File: src/rtl/truth_table_sweeper_pkg.sv
// truth_table_sweeper_pkg: shared FSM state type and sweep-order constants
package truth_table_sweeper_pkg;

    typedef enum logic {S_IDLE, S_RUN} state_t;

    localparam int GRAY_OFF = 0;
    localparam int GRAY_ON  = 1;
    localparam int HOLD_W   = 4;

endpackage

File: src/rtl/truth_table_sweeper_if.sv
// truth_table_sweeper_if: control, stimulus and result signals of one sweeper
interface truth_table_sweeper_if #(parameter int N_IN = 3);

    logic            start;
    logic            abort;
    logic            dut_y;
    logic [N_IN-1:0] dut_in;
    logic            busy;
    logic            done;
    logic            pass;
    logic [N_IN:0]   err_cnt;
    logic [N_IN-1:0] first_fail;
    logic            first_fail_vld;

    modport master (
        output start, abort, dut_y,
        input  dut_in, busy, done, pass, err_cnt, first_fail, first_fail_vld
    );

    modport slave (
        input  start, abort, dut_y,
        output dut_in, busy, done, pass, err_cnt, first_fail, first_fail_vld
    );

endinterface

File: src/rtl/truth_table_sweeper_bin2gray.sv
// bin2gray: combinational binary index to reflected Gray code map
module bin2gray #(parameter int W = 3) (
    input  logic [W-1:0] bin,
    output logic [W-1:0] gray
);

    assign gray = bin ^ (bin >> 1);

endmodule

File: src/rtl/truth_table_sweeper.sv
// truth_table_sweeper: exhaustive self-running checker of a 1-output combinational function
module truth_table_sweeper
    import truth_table_sweeper_pkg::*;
#(
    parameter int                    N_IN   = 3,
    parameter logic [2**N_IN-1:0]    EXP_TT = 8'hE8,
    parameter int                    SETTLE = 0,
    parameter int                    GRAY   = GRAY_OFF
) (
    input logic                  clk,
    input logic                  rst_n,
    truth_table_sweeper_if.slave bus
);

    localparam logic [N_IN-1:0] LAST = '1;

    state_t              state, state_d;
    logic [N_IN-1:0]     idx, idx_inc, gray_inc, vec_nxt, dut_in, first_fail;
    logic [HOLD_W-1:0]   hold;
    logic [N_IN:0]       err_cnt;
    logic                busy, done, pass, first_fail_vld;
    logic                accept, quit, sample, fin, mismatch;

    assign idx_inc = idx + N_IN'(1);

    bin2gray #(.W(N_IN)) u_bin2gray (.bin(idx_inc), .gray(gray_inc));

    assign vec_nxt = (GRAY == GRAY_ON) ? gray_inc : idx_inc;

    // Decode the current edge's action; abort in RUN outranks a coinciding sample
    always_comb begin
        accept   = (state == S_IDLE) && bus.start;
        quit     = (state == S_RUN) && bus.abort;
        sample   = (state == S_RUN) && !bus.abort && (hold == '0);
        fin      = sample && (idx == LAST);
        mismatch = bus.dut_y != EXP_TT[dut_in];
        state_d  = accept ? S_RUN : (quit || fin) ? S_IDLE : state;
    end

    // State register
    always_ff @(posedge clk or negedge rst_n) begin
        if (!rst_n) state <= S_IDLE;
        else        state <= state_d;
    end

    // Sweep datapath: index/hold counters, stimulus and held results
    always_ff @(posedge clk or negedge rst_n) begin
        if (!rst_n) begin
            idx            <= '0;
            hold           <= '0;
            dut_in         <= '0;
            busy           <= 1'b0;
            done           <= 1'b0;
            pass           <= 1'b0;
            err_cnt        <= '0;
            first_fail     <= '0;
            first_fail_vld <= 1'b0;
        end else begin
            done <= fin;
            if (accept) begin
                idx            <= '0;
                hold           <= HOLD_W'(SETTLE);
                dut_in         <= '0;
                busy           <= 1'b1;
                err_cnt        <= '0;
                first_fail_vld <= 1'b0;
                pass           <= 1'b0;
            end else if (quit) begin
                busy <= 1'b0;
                pass <= 1'b0;
            end else if (state == S_RUN && !sample) begin
                hold <= hold - HOLD_W'(1);
            end else if (sample) begin
                err_cnt <= err_cnt + (N_IN + 1)'(mismatch);
                if (mismatch && !first_fail_vld) begin
                    first_fail     <= dut_in;
                    first_fail_vld <= 1'b1;
                end
                if (fin) begin
                    busy <= 1'b0;
                    pass <= (err_cnt == '0) && !mismatch;
                end else begin
                    idx    <= idx_inc;
                    dut_in <= vec_nxt;
                    hold   <= HOLD_W'(SETTLE);
                end
            end
        end
    end

    assign bus.dut_in         = dut_in;
    assign bus.busy           = busy;
    assign bus.done           = done;
    assign bus.pass           = pass;
    assign bus.err_cnt        = err_cnt;
    assign bus.first_fail     = first_fail;
    assign bus.first_fail_vld = first_fail_vld;

endmodule

File: src/flat_wrapper.sv
// flat-port wrapper written by rule: the top's interface ports become plain ports
module truth_table_sweeper_flat import truth_table_sweeper_pkg::*;
#(
    parameter int                    N_IN   = 3,
    parameter logic [2**N_IN-1:0]    EXP_TT = 8'hE8,
    parameter int                    SETTLE = 0,
    parameter int                    GRAY   = GRAY_OFF
)
  (clk, rst_n, bus_start, bus_abort, bus_dut_y, bus_dut_in, bus_busy, bus_done, bus_pass, bus_err_cnt, bus_first_fail, bus_first_fail_vld);
  truth_table_sweeper_if #(.N_IN(N_IN)) bus_i ();
  input logic clk;
  input logic rst_n;
  input wire logic [$bits(bus_i.start)-1:0] bus_start;
  input wire logic [$bits(bus_i.abort)-1:0] bus_abort;
  input wire logic [$bits(bus_i.dut_y)-1:0] bus_dut_y;
  output wire logic [$bits(bus_i.dut_in)-1:0] bus_dut_in;
  output wire logic [$bits(bus_i.busy)-1:0] bus_busy;
  output wire logic [$bits(bus_i.done)-1:0] bus_done;
  output wire logic [$bits(bus_i.pass)-1:0] bus_pass;
  output wire logic [$bits(bus_i.err_cnt)-1:0] bus_err_cnt;
  output wire logic [$bits(bus_i.first_fail)-1:0] bus_first_fail;
  output wire logic [$bits(bus_i.first_fail_vld)-1:0] bus_first_fail_vld;
  assign bus_i.start = bus_start;
  assign bus_i.abort = bus_abort;
  assign bus_i.dut_y = bus_dut_y;
  assign bus_dut_in = bus_i.dut_in;
  assign bus_busy = bus_i.busy;
  assign bus_done = bus_i.done;
  assign bus_pass = bus_i.pass;
  assign bus_err_cnt = bus_i.err_cnt;
  assign bus_first_fail = bus_i.first_fail;
  assign bus_first_fail_vld = bus_i.first_fail_vld;
  truth_table_sweeper #(.N_IN(N_IN), .EXP_TT(EXP_TT), .SETTLE(SETTLE), .GRAY(GRAY)) u_core (.clk(clk), .rst_n(rst_n), .bus(bus_i));
endmodule
File: config.mk
export PLATFORM = sky130hd
export DESIGN_NAME = truth_table_sweeper_flat
export DESIGN_NICKNAME = d
export VERILOG_FILES = /design/src/rtl/truth_table_sweeper_pkg.sv /design/src/rtl/truth_table_sweeper_if.sv /design/src/rtl/truth_table_sweeper_bin2gray.sv /design/src/rtl/truth_table_sweeper.sv /design/src/flat_wrapper.sv
export SDC_FILE = /design/constraint.sdc
export NUM_CORES = 1
export LEC_CHECK = 0
export CORE_ASPECT_RATIO = 1.25
export CORE_UTILIZATION = 35
export CTS_BUF_LIST = sky130_fd_sc_hd__clkbuf_4 sky130_fd_sc_hd__clkbuf_8 sky130_fd_sc_hd__clkbuf_16
export DETAILED_ROUTE_END_ITERATION = 8
export GPL_TIMING_DRIVEN = 0
export SYNTH_ARGS = -nofsm -noshare
export SYNTH_HDL_FRONTEND = slang
export SYNTH_HIERARCHICAL = 1
export SYNTH_SLANG_ARGS = --single-unit
File: constraint.sdc
create_clock -name clk -period 5.65 [get_ports clk]
set_input_delay 1.4125 -clock clk [delete_from_list [all_inputs] [get_ports clk]]
set_output_delay 1.4125 -clock clk [all_outputs]
set_load 0.01 [all_outputs]
==> flow_metrics.tcl, run 1 <==
set metrics [dict create \
    crit_path_cell_trace "clkdlybuf4s50_1 -> and3_1 -> or2_2 -> ha_1 -> ha_1 -> nand3_1 -> xor2_1 -> nor2_1" \
    cts_hold_buf 0 \
    met3_wirelength_um 79 \
    antenna_left 0 \
    grt_max_degree 20 \
    numPortBuffers 18 \
    drc_errors 0 \
    r2r_start "u_core/bus.dut_in[0]" \
    grt_pass1_vias 704 \
    synthMuxAreaShare_pct 5.53 \
    dpl.hpwl_um 1460 \
    insertion_delay_ns 0.29 \
    post-route-period-util_pct 50.1 \
    via_count 758 \
    clock-sinks 19 \
    n_antenna_cell 0 \
    root_buffer "clkbuf_4" \
    highest_layer "met4" \
    power_density_nw_per_um2 397 \
    nets 128 \
    cts_made_buffers 3 \
    ys_top_cells_by_area "dfrtp_1 (48%), ha_1 (7.5%), nand2_1 (4.9%)" \
    worstPathArrival_ns 3.01 \
    critPathLaunch "bus_dut_y" \
    grt_util_all_layers_pct 14.8 \
    timing.fmax_ghz 0.353 \
    worst_path_most_repeated_cell "ha_1" \
    wl_met2_um 970 \
    synthAdderAreaFrac_pct 7.55 \
    first_iter_violations 13 \
    synth_top_family_by_area "simple AND/OR/NAND/NOR gates" \
    worst-path-max-fanout 4 \
    synth_top_area_cell "dfrtp_1" \
    cp_slowest_cell "clkdlybuf4s50_1" \
    power_w 0.000494 \
    synth_cell_types 32 \
    multiInputGateArea_um2 493 \
    dieHeight_um 61.6 \
    seqCellArea_um2 475 \
    post-cts-setup-buffers 0 \
    hold_ws_ns 0.520 \
    fin_crit_ns 2.83 \
    fill_cells 296 \
    initial_utilization_pct 37.1 \
    synth-compound-area-share_pct 11.2 \
    first_pass_iters 4 \
    gr-total-overflow 0 \
    setup.worst_path.class "input port to flip-flop" \
    leakage_nw 0.577 \
    synth_area_um2 995 \
    fin_tns_setup_ns 0 \
    synthCells 94 \
    setup_violations 0 \
    critPathRequiredTime_ns 5.83 \
    synth_simple_gate_area_share_pct 23.5 \
    die_w_um 49.7 \
    drv_cap 0 \
    ys_seq_area_share_pct 47.8 \
    end_kind "flip-flop" \
    peakVddDrop_v 0.000193 \
    cts_tree "yes" \
    clk_pin_slew_ns 0.11 \
    cpLargestDelayFamily "simple AND/OR/NAND/NOR gates" \
    fin_skew_ns 0.00533 \
    htreeDepth 1 \
    grt_first_pass_wirelength_um 3350 \
    synth.ff_latch_count 19 \
    finalMaxSlewViolations 0 \
    yosysWarnings 6 \
    die_area_um2 3060 \
    synth-xor-area-share_pct 1.76 \
    place_congestion 0.756 \
    min_from "u_core/bus.busy" \
    hold_class "flip-flop to flip-flop" \
    critPathMaxStageDelay_ns 0.41 \
    core-area_um2 2680 \
    grt_antenna_before_repair 0 \
    netlist.area_leader.share_pct 47.8 \
    wl_met1_um 897 \
    wl_per_cell_um 13.1 \
    via_per_inst 5.05 \
    hold_viol 0 \
    synth_fp_nets 105 \
    crit_buf_inv 1 \
    rsz0062_at_grt "no" \
    startpoint_type "input port" \
    row_count 21 \
    drt_wl_total_um 1960 \
    area_delta_synth_final_pct 25.2 \
    drive_above_1_share_pct 10.3 \
    io_pins 19 \
    clock_path_buffers 2 \
    slew_headroom_pct 43.5 \
    syn_avg_cell_area_um2 10.6 \
    worst_pin_slew_ns 0.844 \
    cts_resized 0 \
    status "completed" \
]
cells by family after synthesis:
| family | count (synthesis) |
|---|---|
| AOI/OAI and AO/OA | 16 |
| xor gates and xnor gates | 2 |
| adders and majority gates | 6 |
| buffers and inverters | 7 |
| DFF | 19 |
| muxes | 4 |
| and+or+nand+nor | 40 |
power breakdown:
| group | switching (W) | internal (W) |
|---|---|---|
| Combinational | 0.000113 | 0.000113 |
| Clock | 0.0000417 | 0.0000263 |
| Sequential | 0.0000308 | 0.000169 |
| Total | 0.000186 | 0.000309 |
flip-flops by register name, summed over array words and instances, names as in the netlist:
register and flops:
u_core/bus.dut_in 3, u_core/bus.err_cnt 4, u_core/bus.first_fail_vld 1, u_core/bus.pass 1
u_core/bus.first_fail 3, u_core/state 1, u_core/bus.done 1, u_core/hold 4
u_core/bus.busy 1
layout by cell type (no fill, tap or decap), types with 2 or more instances in the layout:
cell type / synthesis / routed
nand2_1: 13 / 13
inv_1: 7 / 7
nand2b_1: 6 / 6
nand3_1: 5 / 5
nor3_1: 2 / 2
clkbuf_4: 0 / 3
o21ai_0: 6 / 6
a21oi_1: 4 / 4
ha_1: 6 / 6
mux2_4: 3 / 3
clkdlybuf4s50_1: 0 / 18
nor2_1: 2 / 2
dfrtp_1: 19 / 19
final timing paths:
check | end | slack [ns] | cells after the start
min in group asynchronous | u_core/bus.err_cnt[2] | 1.59 | 1
max reg2reg | u_core/bus.err_cnt[2] | 3.49 | 10
max in group asynchronous | u_core/bus.done | 3.54 | 1
min reg2reg | u_core/bus.busy | 0.52 | 2
max | u_core/bus.err_cnt[2] | 2.82 | 8
min | u_core/bus.busy | 0.52 | 2
stage by stage:
step	cells	setup WS, ns	area (µm²)	util [%]
after global placement	146	2.50	1220	45.4
after global routing	150	2.67	1240	46.5
after detailed placement	146	2.50	1220	45.4
after floorplan	94	3.02	995	-
final	150	2.82	1240	46.5
after CTS	150	2.82	1240	46.5
cell usage after synthesis, drive strengths merged:
library cell and count:
a41o 1, o21ai 6, xor2 1, or4 1, a21boi 1, o211ai 1, xnor2 1, ha 6
or3b 1, nor2 3, mux2i 1, nor2b 1, a21oi 4, and3 1, nand2b 6, mux2 3
o22ai 1, o31ai 1, nor3b 1, nor4 1, nand3 5, and2 1, nor3 3, o2bb2ai 1
dfrtp 19, or2 1, nor4bb 1, nand2 13, and2b 1, inv 7
worst min-delay path, delay by kind of cell, from the launching register on:
kind	cells	cell delay [ns]
simple gates	2	0.13
flops	1	0.36
routing by layer:
metal	up-vias	global-route usage, %
met2	15	22.6
met5	-	0
met3	2	3.46
met4	0	6.12
met1	372	20.5
li1	369	-
layout make-up:
cell class / instances / area share (%)
clock inverter: 1 / 0.402
multi-input combinational: 68 / 39.6
clock buffer: 3 / 1.81
tap: 34 / 3.42
timing repair buffer: 18 / 14.5
sequential: 19 / 38.2
inverter: 7 / 2.11
No activity file was read; power rests on OpenSTA's default activity.
==> inputs of run 2 (changes only) <==
Clock period 5.65 ns to 2.4 ns, I/O delays scaled along.
==> results of run 2 <==
The final DEF is identical to that of run 1. Status: completed.
Among the figures that moved: setup slack after placement 2.50 ns -> 0.0638 ns; setup slack after layout 2.82 ns -> 0.245 ns; start point of the critical path bus_dut_y -> u_core/bus.dut_in[0]; register-to-register setup slack 3.49 ns -> 0.24 ns; total power 0.000494 W -> 0.00116 W; worst IR drop on VDD 0.000193 V -> 0.000455 V
==> inputs of run 3 (changes only) <==
Settings changed: CELL_PAD_IN_SITES_DETAIL_PLACEMENT from default to 1, CELL_PAD_IN_SITES_GLOBAL_PLACEMENT from default to 2, CORE_UTILIZATION 35 to 29, PLACE_DENSITY_LB_ADDON from default to 0.1.
==> run 3 against run 2 <==
Compared with the run above:
- maximum frequency is 0.25% lower
- via count is 0.13% higher
- die area is 20% higher
- sequential share of layout area is 0.68 points lower
- non-clock buffer count stayed put
- largest power group unchanged
- core utilization is 7.5 points lower
- register-to-register slack hardly changed
- combinational power is 1% higher
- wire length is 11% higher
- sequential power hardly changed
- worst hold slack worse by 0.0094 ns
- count of clock-buffer cells in the layout stayed put
==> flow_metrics.tcl, run 3 (synthesis results as in run 1) <==
set metrics [dict create \
    worstPathArrival_ns 2.28 \
    slew_headroom_pct 40.3 \
    via_count 759 \
    rsz0062_at_grt "no" \
    row_count 23 \
    setup_violations 0 \
    worst-path-max-fanout 6 \
    grt_util_all_layers_pct 14.9 \
    reg2reg_depth 10 \
    cts_made_buffers 3 \
    critPathRequiredTime_ns 2.52 \
    worst_path_most_repeated_cell "ha_1" \
    clock-sinks 19 \
    seqCellArea_um2 475 \
    reg_top3 "u_core/bus.err_cnt: 4 flops, u_core/hold: 4 flops" \
    htreeDepth 1 \
    first_iter_violations 12 \
    clk_pin_slew_ns 0.07 \
    hold_depth 2 \
    timing.fmax_ghz 0.463 \
    fin_tns_setup_ns 0 \
    reg2reg_setup_slack_ns 0.24 \
    r2r_start "u_core/bus.dut_in[0]" \
    initial_utilization_pct 30.6 \
    peakVddDrop_v 0.000410 \
    grt_max_degree 20 \
    hold_viol 0 \
    leakage_nw 0.585 \
    first_pass_iters 4 \
    die_area_um2 3670 \
    worst_pin_slew_ns 0.892 \
    layout_commonest_cell "dfrtp_1" \
    drc_errors 0 \
    drv_cap 0 \
    fill_cells 380 \
    wl_per_cell_um 14.2 \
    status "completed" \
    die_w_um 54.4 \
    drive_above_1_share_pct 10.3 \
    startpoint_type "flip-flop" \
    grt_antenna_before_repair 0 \
    setup.worst_path.class "flip-flop to flip-flop" \
    numPortBuffers 18 \
    crit_path_cell_trace "inv_1 -> ha_1 -> nand2b_1 -> and3_1 -> or2_2 -> ha_1 -> ha_1 -> nand3_1 -> xor2_1 -> nor2_1" \
    p_int_w 0.000782 \
    io_pins 19 \
    cts_tree "yes" \
    pwr-share-clk_pct 17.8 \
    hold_class "flip-flop to flip-flop" \
    drt_wl_total_um 2180 \
    post-cts-setup-buffers 0 \
    root_buffer "clkbuf_8" \
    gr-total-overflow 0 \
    switching_share_pct 36.3 \
    dpl.hpwl_um 1650 \
    dieHeight_um 67.5 \
    insertion_delay_ns 0.25 \
    grt_pass1_vias 820 \
    cp_slowest_cell "dfrtp_1" \
    fin_skew_ns 0.00166 \
    end_kind "flip-flop" \
    post-route-period-util_pct 90.0 \
    antenna_left 0 \
    fin_crit_ns 2.16 \
    power_density_nw_per_um2 970 \
    dp.cells 149 \
    combPwrFrac_pct 43.9 \
    layout_common_cells "dfrtp_1 (19), clkdlybuf4s50_1 (18), nand2_1 (13)" \
    via_per_inst 4.96 \
    clock_path_buffers 2 \
    worstHoldEndpoint "u_core/bus.busy" \
    r2r_end "u_core/bus.err_cnt[2]" \
    area_delta_synth_final_pct 27.4 \
    multiInputGateArea_um2 493 \
    nets 128 \
    layout.cells.non_filler 153 \
    finalMaxSlewViolations 0 \
    core-area_um2 3250 \
    cts_hold_buf 0 \
    switching_power_w 0.000447 \
    min_from "u_core/bus.busy" \
    place_congestion 0.715 \
    critPathMaxStageDelay_ns 0.43 \
    n_antenna_cell 0 \
    cts_resized 0 \
    grt_first_pass_wirelength_um 3830 \
    pwr-share-seq_pct 38.3 \
]
[run 3: cell counts in the layout (fill, tap and decap cells not counted)]
Identical to the previous run, type by type.
[run 3: critical path: cells and delay by family (launching register included)]
kind          cells  cell delay [ns]
simple gates      5             0.81
fa+ha+maj         3             0.57
flops             1             0.43
xor+xnor          1             0.15
buf+inv           1             0.07
[run 3: worst max-delay path by stage]
stage                                     from                    end  slack, ns  cells after the start
after detailed placement             bus_dut_y  u_core/bus.err_cnt[2]       0.06                      8
after global placement               bus_dut_y  u_core/bus.err_cnt[3]       0.05                      8
final                     u_core/bus.dut_in[0]  u_core/bus.err_cnt[2]       0.24                     10
after CTS                 u_core/bus.dut_in[0]  u_core/bus.err_cnt[2]       0.21                     10
after floorplan           u_core/bus.dut_in[0]  u_core/bus.err_cnt[2]       0.33                     10
after global routing      u_core/bus.dut_in[0]  u_core/bus.err_cnt[2]       0.05                     10
[run 3: cell type report]
cell class | count | area share (%)
multi-input cells | 68 | 38.9
clock buffers | 3 | 3.26
repair buffers | 18 | 14.2
inverters | 7 | 2.07
well taps | 37 | 3.65
clock inverters | 1 | 0.395
flip-flops and latches | 19 | 37.5
[run 3: power groups by stage]
stage	Combinational [W]	Sequential, W	Clock (W)
after floorplan	0.000335	0.000487	0
after global placement	0.000542	0.000477	0
after detailed placement	0.000544	0.000479	0
after CTS	0.000549	0.000473	0.000235
after global routing	0.000604	0.000485	0.000245
final	0.000539	0.000471	0.000219
[run 3: through the flow]
step           setup WS, ns  power [W]  area [µm²]  utilization (%)  hold WS, ns
3_5_place_dp         0.0564    0.00102        1220             37.6        0.498
5_1_grt              0.0550    0.00133        1270             39.0        0.539
3_3_place_gp         0.0461    0.00102        1220             37.6        0.495
6_report              0.239    0.00123        1270             39.0        0.511
2_1_floorplan         0.331   0.000822         995                -        0.304
4_1_cts               0.209    0.00126        1270             39.0        0.517
[run 3: per-layer routing]
metal,routed length (µm),vias to the layer above,GRT usage (%)
met4,24,0,6.73
li1,-,367,-
met2,1100,10,25.3
met3,53,2,2.03
met5,0,-,0
met1,1000,380,18.2
